<file path="config.mk">
export PLATFORM = sky130hd
export DESIGN_NAME = demux8_nbit
export DESIGN_NICKNAME = d
export VERILOG_FILES = /design/src/rtl/demux8_nbit.sv
export SDC_FILE = /design/constraint.sdc
export NUM_CORES = 1
export LEC_CHECK = 0
export CORE_MARGIN = 2
export CORE_UTILIZATION = 25
export DETAILED_ROUTE_END_ITERATION = 10
export PLACE_DENSITY = 0.53
export SYNTH_ARGS = -nofsm -noshare
export SYNTH_HDL_FRONTEND = slang
export SYNTH_SLANG_ARGS = --single-unit
export TNS_END_PERCENT = 5
</file>
<file path="constraint.sdc">
create_clock -name clk -period 2.25 [get_ports clk]
set_input_delay 0.675 -clock clk [delete_from_list [all_inputs] [get_ports clk]]
set_output_delay 0.675 -clock clk [all_outputs]
set_load 0.05 [all_outputs]
</file>
<file path="src/rtl/demux8_nbit.sv">
// ---------------------------------------------------------------------------
// demux8_nbit
// Routes one N-bit source lane to one of eight destination lanes. The block
// is break-before-make: a newly selected channel is connected only after a
// configurable number of idle "guard" cycles. Unconnected lanes drive the
// recessive IDLE_VAL level.
//
// Parameters
//   N            width of each data lane
//   IDLE_VAL     level driven on every unconnected lane
//   GUARD_CYCLES idle cycles (0..255) inserted before a new channel connects
//
// Ports
//   clk          rising-edge clock
//   rst          synchronous, active-low reset
//   data_in      source lane
//   sel          requested destination channel 0..7
//   sel_valid    connect request, taken when ready=1 and disc=0
//   disc         single-cycle disconnect request (wins over sel_valid)
//   data_out0..7 registered destination lanes
//   ready        registered; 1 when a connect request can be accepted
//   connected    registered; 1 while a channel is passing data
//   active_ch    channel latched by the last accepted request
// ---------------------------------------------------------------------------
module demux8_nbit #(
    parameter int             N            = 2,
    parameter logic [N-1:0]   IDLE_VAL     = {N{1'b1}},
    parameter int             GUARD_CYCLES = 4
) (
    input  logic         clk,
    input  logic         rst,
    input  logic [N-1:0] data_in,
    input  logic [2:0]   sel,
    input  logic         sel_valid,
    input  logic         disc,
    output logic [N-1:0] data_out0,
    output logic [N-1:0] data_out1,
    output logic [N-1:0] data_out2,
    output logic [N-1:0] data_out3,
    output logic [N-1:0] data_out4,
    output logic [N-1:0] data_out5,
    output logic [N-1:0] data_out6,
    output logic [N-1:0] data_out7,
    output logic         ready,
    output logic         connected,
    output logic [2:0]   active_ch
);

    localparam logic [7:0] GUARD_LOAD = 8'(GUARD_CYCLES);

    typedef enum logic [1:0] {
        ST_IDLE   = 2'd0,
        ST_GUARD  = 2'd1,
        ST_ACTIVE = 2'd2
    } state_t;

    state_t         state_r;
    state_t         state_nxt_s;
    logic [7:0]     cnt_r;
    logic [7:0]     cnt_nxt_s;
    logic [2:0]     ch_r;
    logic [2:0]     ch_nxt_s;
    logic [N-1:0]   lane_r     [8];
    logic [N-1:0]   lane_nxt_s [8];
    logic           ready_r;
    logic           connected_r;
    logic           accept_s;
    state_t         load_state_s;

    // Next-state, counter, channel latch and lane values
    always_comb begin
        state_nxt_s  = state_r;
        cnt_nxt_s    = cnt_r;
        ch_nxt_s     = ch_r;
        // A request is only taken outside GUARD, and a disconnect on the same
        // edge drops it.
        accept_s     = sel_valid && (state_r != ST_GUARD) && !disc;
        load_state_s = (GUARD_LOAD == 8'd0) ? ST_ACTIVE : ST_GUARD;
        for (int i = 0; i < 8; i++) begin
            lane_nxt_s[i] = IDLE_VAL;
        end

        case (state_r)
            ST_IDLE: begin
                if (accept_s) begin
                    ch_nxt_s    = sel;
                    cnt_nxt_s   = GUARD_LOAD;
                    state_nxt_s = load_state_s;
                end else begin
                    state_nxt_s = ST_IDLE;
                end
            end
            ST_GUARD: begin
                if (disc) begin
                    state_nxt_s = ST_IDLE;
                end else if (cnt_r <= 8'd1) begin
                    // A zero count is unreachable here; treating it like 1
                    // keeps the counter from wrapping and the FSM from sticking.
                    cnt_nxt_s   = 8'd0;
                    state_nxt_s = ST_ACTIVE;
                end else begin
                    cnt_nxt_s   = cnt_r - 8'd1;
                end
            end
            ST_ACTIVE: begin
                if (disc) begin
                    state_nxt_s = ST_IDLE;
                end else if (accept_s && (sel != ch_r)) begin
                    // Old lane drops to idle on this edge so the two channels
                    // never overlap.
                    ch_nxt_s    = sel;
                    cnt_nxt_s   = GUARD_LOAD;
                    state_nxt_s = load_state_s;
                end else begin
                    lane_nxt_s[ch_r] = data_in;
                end
            end
            default: begin
                state_nxt_s = ST_IDLE;
                cnt_nxt_s   = 8'd0;
                ch_nxt_s    = 3'd0;
            end
        endcase
    end

    // State, counter, channel, lane and status registers
    always_ff @(posedge clk) begin
        if (!rst) begin
            state_r     <= ST_IDLE;
            cnt_r       <= 8'd0;
            ch_r        <= 3'd0;
            ready_r     <= 1'b1;
            connected_r <= 1'b0;
            for (int i = 0; i < 8; i++) begin
                lane_r[i] <= IDLE_VAL;
            end
        end else begin
            state_r     <= state_nxt_s;
            cnt_r       <= cnt_nxt_s;
            ch_r        <= ch_nxt_s;
            ready_r     <= (state_nxt_s != ST_GUARD);
            connected_r <= (state_nxt_s == ST_ACTIVE);
            for (int i = 0; i < 8; i++) begin
                lane_r[i] <= lane_nxt_s[i];
            end
        end
    end

    assign data_out0 = lane_r[0];
    assign data_out1 = lane_r[1];
    assign data_out2 = lane_r[2];
    assign data_out3 = lane_r[3];
    assign data_out4 = lane_r[4];
    assign data_out5 = lane_r[5];
    assign data_out6 = lane_r[6];
    assign data_out7 = lane_r[7];
    assign ready     = ready_r;
    assign connected = connected_r;
    assign active_ch = ch_r;

endmodule


</file>
==> summary.md, run 1 <==
| Metric | Value |
|---|---|
| WP buf/inv | 1 |
| Place WS | -0.01395 ns |
| Avg Inst Size Synth | 9.275 um^2 |
| Worst endpoint data arrival time | 1.40 ns |
| DR vias | 1181 |
| Post-DP HPWL | 2325 um |
| Mapped cell area | 1326 um^2 |
| Synthesis Warnings | 0 |
| FP Rows | 26 |
| GRT overflow | 0 |
| Fin. Hold Viols | 0 |
| Register Area | 620.6 um^2 |
| Post-synth top flop | dfxtp_1 |
| Power Density | 678.3 nW/um^2 |
| Initial detailed-routing violation count | 54 |
| Worst skew pair latency | 0.29 ns |
| Post-Synthesis Cells | 143 |
| Worst-margin pin slew | 0.5175 ns |
| CP Max Fanout | 1 |
| Skew final | 0.01210 ns |
| Port Buffers | 29 |
| Critical path, cell by cell | clkdlybuf4s50_1 |
| Setup crit start kind | flip-flop |
| Seq/Total Area, Yosys | 46.79% |
| Clock slew seen by the registers of the worst setup and hold paths | 0.07 ns |
| Sink Count | 31 |
| Antenna violations before repair | 0 |
| Max layer used | met4 |
| Die width | 76.84 um |
| Syn nets | 154 |
| ANT nets after route | 0 |
| GRT Overall Usage | 11.20% |
| Post-route insts no fill | 256 |
| Hold_ws | 0.5004 ns |
| Number of CTS-inserted buffers | 5 |
| Die area | 5904 um^2 |
| Layout area overhead | 42.36% |
| Max_cap viols | 0 |
| Share of post-route cells with drive strength above 1 | 16.67% |
| DR WL/cell | 12.10 um |
| Antenna Cells | 0 |
| DIE HEIGHT | 76.84 um |
| Longest Clk Path Bufs | 2 |
| Final Max Tran Viols | 0 |
| Yosys cell types | 39 |
| Core ar. | 5107 um^2 |
| Status | finished clean |
| Final worst path period share | 92.31% |
| GP Congestion | 0.7263 |
| PnR worst setup slack | 0.1730 ns |
| Final WL | 3097 um |
| Clk root buf | clkbuf_8 |
| Leak pwr | 0.7249 nW |
| Final nets | 196 |
| Vias per Instance | 4.613 |
| Crit end category | primary output |
| Slew HR | 65.39% |
| First-pass GRT wire length | 5285 um |
| Final setup viols | 0 |
| Post-CTS sizing | 0 |
| Drc violations | 0 |
| First drt pass iteration count | 4 |
| EDFF count, synth | 0 |
| Met3 WL | 141 um |
| # IOs | 30 |
| CP Class | reg2out |
| Minimum clock period | 2.077 ns |
| CP max stage delay | 0.81 ns |
| Crit path max-delay family | buffers and inverters |
| Metal-1 WL | 1571 um |
| Vias in the first global route | 1085 |
| Fmax | 0.4815 GHz |
| Largest net degree at the start of global routing | 17 |
| Hold buffers post-CTS | 0 |
| Cells after DPL | 248 |
| Slowest cell on crit path | clkdlybuf4s50_1 |
| Peak VDD IR | 0.0001690 V |
| WP data required | 1.57 ns |
| Hold Crit Class | reg2reg |
| WL met2 | 1321 um |
| CTS tree | done |
| Fillers | 534 |
| Seq cells post-synth | 31 |
| Initial Utilization | 25.97% |
| Asr flop ratio synth | 0% |
| Area of the multi-input gates | 650.6 um^2 |
| RSZ-0062 raised after global routing | no |
| H-tree Lvls | 2 |
| Setup bufs post-CTS | 0 |
[final timing paths]
check,from,to,slack (ns),cells past startpoint
setup / recovery,lane_r[1][6],data_out7[0],0.17,1
hold / removal,cnt_r[1],cnt_r[1],0.50,2
setup reg to reg,cnt_r[0],cnt_r[5],0.24,6
hold reg to reg,cnt_r[1],cnt_r[1],0.50,2
[cell usage in the layout, fill, tap and decap left out, types with 2 or more instances in the layout]
cell | synthesis | routed
a31oi_1 | 4 | 4
a41o_1 | 2 | 2
and3_1 | 2 | 2
buf_4 | 2 | 15
clkbuf_8 | 0 | 6
clkdlybuf4s50_1 | 0 | 26
dfxtp_1 | 31 | 31
ha_1 | 2 | 2
inv_1 | 5 | 5
mux2i_1 | 4 | 4
nand2_1 | 13 | 13
nand2b_1 | 3 | 3
nand3_1 | 15 | 15
nand3b_1 | 2 | 2
nand4_1 | 4 | 4
nor2_1 | 8 | 8
nor2b_1 | 7 | 7
nor3_1 | 2 | 2
nor3b_1 | 2 | 2
o211ai_1 | 4 | 4
o21ai_0 | 5 | 5
o21ai_1 | 2 | 2
xor2_1 | 3 | 3
[flip-flops by register name, summed over array words and instances, names as in the netlist]
| signal | flops |
|---|---|
| lane_r | 16 |
| cnt_r | 8 |
| ready | 1 |
| active_ch | 3 |
| state_r | 2 |
| connected | 1 |
[per-layer routing]
metal  vias up  track usage [%]
met3         6            3.176
li1        605                -
met5         -                0
met1       542            15.26
met4         0            5.455
met2        28            16.14
[Yosys cell counts (2+ instances only)]
cell	instances	area share (%)
dfxtp_1	31	47
a41o_1	2	1.5
o211ai_1	4	2.3
buf_4	2	1.1
o21ai_1	2	0.75
o21ai_0	5	1.9
nand4_1	4	1.9
buf_2	2	0.75
ha_1	2	1.9
a31oi_1	4	1.9
nor2b_1	7	3.3
nor3_1	2	0.75
nand3b_1	2	1.1
inv_1	5	1.4
and3_1	2	0.94
clkbuf_1	3	0.85
nor3b_1	2	1.1
nand2_1	13	3.7
xor2_1	3	2.0
nand2b_1	3	1.4
nor2_1	8	2.3
mux2i_1	4	3.0
nand3_1	15	5.7
[metrics by stage]
stage                     util (%)  area [um^2]  TNS (ns)  power [mW]
after global placement       34.66         1770         0      0.7259
after floorplan                  -         1326         0      0.6663
after global routing         36.97         1888         0       1.331
final                        36.97         1888         0       1.281
after CTS                    36.97         1888         0       1.293
after detailed placement     34.66         1770  -0.02854      0.7251
[area by class of cell]
type	count	area share, %
inverter	5	0.9940
clock buffer	6	4.374
clock inverter	2	1.856
tap	70	4.639
timing repair buffer	42	20.81
multi-input combinational	100	34.46
sequential	31	32.87
[kinds of logic (layout without fill, tap and decap cells)]
logic type / count (synthesis) / after routing / synth area share (%)
and+or+nand+nor: 64 / 64 / 26.32
xor gates and xnor gates: 3 / 3 / 1.981
AOI/OAI and AO/OA: 27 / 27 / 15.85
buffers and inverters: 12 / 55 / 4.151
DFF: 31 / 31 / 46.79
muxes: 4 / 4 / 3.019
adders and majority gates: 2 / 2 / 1.886
[report_power, final]
part / leakage (nW) / total [mW] / switching [mW] / internal [mW]
sequential: 0.251 / 0.571 / 0.0139 / 0.557
combinational: 0.412 / 0.142 / 0.0805 / 0.0615
clock: 0.0612 / 0.567 / 0.209 / 0.358
Power figures use the tool's default switching activity.
==> run 2: changes to the inputs <==
--- a/config.mk
+++ b/config.mk
@@ -8,7 +8,7 @@
 export CORE_MARGIN = 2
 export CORE_UTILIZATION = 25
 export DETAILED_ROUTE_END_ITERATION = 10
-export PLACE_DENSITY = 0.53
+export PLACE_DENSITY_LB_ADDON = 0.05
 export SYNTH_ARGS = -nofsm -noshare
 export SYNTH_HDL_FRONTEND = slang
 export SYNTH_SLANG_ARGS = --single-unit
==> run 2 against run 1 <==
Total power is 3.2% lower. Die area is the same. Critical path depth increased by 5. Critical path type is now in2reg.
==> summary.md, run 2 (synthesis results as in run 1) <==
| Metric | Value |
|---|---|
| Skew final | 0.005715 ns (-0.006387 ns) |
| Die width | 76.84 um (unchanged) |
| P_int | 0.9402 mW (-3.8%) |
| Max_cap viols | 0 (unchanged) |
| ANT nets after route | 0 (unchanged) |
| Fmax | 0.4688 GHz (-2.6%) |
| Clk root buf | clkbuf_8 |
| Sequential share of power | 46.1% (+1.5 points) |
| Combinational fraction of design power | 11.4% (+0.3 points) |
| Largest Register | lane_r |
| Final Max Tran Viols | 0 (unchanged) |
| H-tree Lvls | 2 (unchanged) |
| Port Buffers | 29 (unchanged) |
| Final setup viols | 0 (unchanged) |
| Most frequent cells in the layout | dfxtp_1, clkdlybuf4s50_1, nand3_1, nand2_1, buf_4 |
| Vias in the first global route | 1040 (-4.1%) |
| Instance count on the critical path | 6 (+5) |
| Slowest cell on crit path | clkdlybuf4s50_1 |
| Total Power | 1.239 mW (-3.2%) |
| WP buf/inv | 2 (+1) |
| FP Rows | 26 (unchanged) |
| CP Class | in2reg |
| Crit path max-delay family | compound AO/OA/AOI/OAI gates |
| GRT Overall Usage | 11.24% (+0.033 points) |
| # IOs | 30 (unchanged) |
| Design area | 1858 um^2 (-1.6%) |
| Vias per Instance | 4.609 (about the same) |
| Slew HR | 66.43% (+1.0 points) |
| DR WL/cell | 13.17 um (+8.8%) |
| GP Congestion | 0.8404 (+16%) |
| Antenna violations before repair | 0 (unchanged) |
| Setup bufs post-CTS | 0 (unchanged) |
| Status | finished clean |
| Peak VDD IR | 0.0003313 V (+96%) |
| CTS tree | done |
| Hold Crit Class | reg2reg |
| Worst-margin pin slew | 0.5020 ns (-0.01546 ns) |
| Crit end category | flip-flop |
| Cell Area, Placed | 1755 um^2 (-0.85%) |
| Fin. Hold Viols | 0 (unchanged) |
| Final nets | 194 (-1.0%) |
| Initial Utilization | 25.97% (unchanged) |
| Minimum clock period | 2.133 ns (+0.05605 ns) |
| Clock power frac | 42.5% (-1.8 points) |
| CP Max Fanout | 7 (+6) |
| Setup crit start kind | primary input |
| RSZ-0062 raised after global routing | no |
| Max reg flops | 16 (unchanged) |
| Hold buffers post-CTS | 0 (unchanged) |
| Switching part of the total | 24.12% (+0.41 points) |
| Cells after DPL | 246 (-0.81%) |
| Die area | 5904 um^2 (unchanged) |
| PnR worst setup slack | 0.1169 ns (-0.05605 ns) |
| Share of post-route cells with drive strength above 1 | 14.75% (-1.9 points) |
| Number of CTS-inserted buffers | 5 (unchanged) |
| Switch Pwr | 0.2989 mW (-1.6%) |
| First drt pass iteration count | 4 (unchanged) |
| Largest net degree at the start of global routing | 17 (unchanged) |
| Post-route insts no fill | 253 (-1.2%) |
| Place WS | -0.1777 ns (-0.1637 ns) |
| GRT overflow | 0 (unchanged) |
| CP max stage delay | 0.51 ns (-0.30 ns) |
| Hold_ws | 0.5094 ns (+0.009005 ns) |
| Worst endpoint data arrival time | 2.28 ns (+0.88 ns) |
| First-pass GRT wire length | 5133 um (-2.9%) |
| DR vias | 1166 (-1.3%) |
| Critical path, cell by cell | clkdlybuf4s50_1 -> xor2_1 -> o41ai_2 -> buf_4 -> a22oi_2 -> o21ai_0 |
| Post-DP HPWL | 2434 um (+4.7%) |
| Final worst path period share | 94.80% (+2.5 points) |
| Layout area overhead | 40.09% |
| Worst r2r path cells | 6 (unchanged) |
| Post-CTS sizing | 0 (unchanged) |
| Initial detailed-routing violation count | 58 (+7.4%) |
| Drc violations | 0 (unchanged) |
| Final WL | 3331 um (+7.6%) |
| Longest Clk Path Bufs | 2 (unchanged) |
| WP data required | 2.40 ns (+0.83 ns) |
| Core ar. | 5107 um^2 (unchanged) |
| DIE HEIGHT | 76.84 um (unchanged) |
| Worst Hold Depth | 2 (unchanged) |
| Leak pwr | 0.7057 nW (-2.6%) |
| Worst skew pair latency | 0.28 ns (about the same) |
| Antenna Cells | 0 (unchanged) |
| Sink Count | 31 (unchanged) |
| Clock slew seen by the registers of the worst setup and hold paths | 0.07 ns (about the same) |
| Most common cell after layout, fill and taps aside | dfxtp_1 |
| Power Density | 666.9 nW/um^2 (-1.7%) |
[run 2: cell count changes in the layout (fill, tap and decap cells not counted), sizes merged]
cell	delta
clkinv	-1
buf	-2
[run 2: worst register-to-register path, delay by kind of cell, from the launching register on]
kind                       cells  cell delay, ns
adders and majority gates      1            0.23
buffers and inverters          1            0.08
DFF                            1            0.39
AOI/OAI and AO/OA              1            0.07
and+or+nand+nor                3            1.16
[run 2: path summary, 6_finish.rpt]
kind                                from  slack (ns)       end
worst max-delay path              sel[2]        0.12  cnt_r[6]
worst min-delay path            cnt_r[3]        0.51  cnt_r[3]
worst max register to register  cnt_r[1]        0.26  cnt_r[5]
worst min register to register  cnt_r[3]        0.51  cnt_r[3]
[run 2: area by class of cell]
| cell class | instances | area [um^2] |
|---|---|---|
| tap | 70 | 87.58 |
| clock buffer | 6 | 72.57 |
| sequential | 31 | 620.6 |
| multi-input combinational | 100 | 650.6 |
| inverter | 5 | 18.77 |
| clock inverter | 1 | 30.03 |
| timing repair buffer | 40 | 377.9 |
| fill | 536 | 3249 |
[run 2: per-layer routing]
metal	track usage, %	part of all wire [%]	routed length [um]
met1	13.53	47	1565
met2	17.98	46	1530
met3	3.647	5.5	183
met4	5.455	1.5	50
met5	0	0	0
[run 2: power by group through the flow]
stage	combinational (mW)	clock (mW)	sequential, mW
after floorplan	0.0730	0	0.593
after global placement	0.140	0	0.583
after detailed placement	0.141	0	0.584
after CTS	0.141	0.543	0.571
after global routing	0.153	0.561	0.572
final	0.141	0.526	0.572
[run 2: through the flow]
| stage | setup TNS (ns) | util (%) |
|---|---|---|
| 3_3_place_gp | -0.8631 | 34.37 |
| 3_5_place_dp | -1.117 | 34.37 |
| 2_1_floorplan | 0 | - |
| 4_1_cts | 0 | 36.38 |
| 5_1_grt | 0 | 36.38 |
| 6_report | 0 | 36.38 |
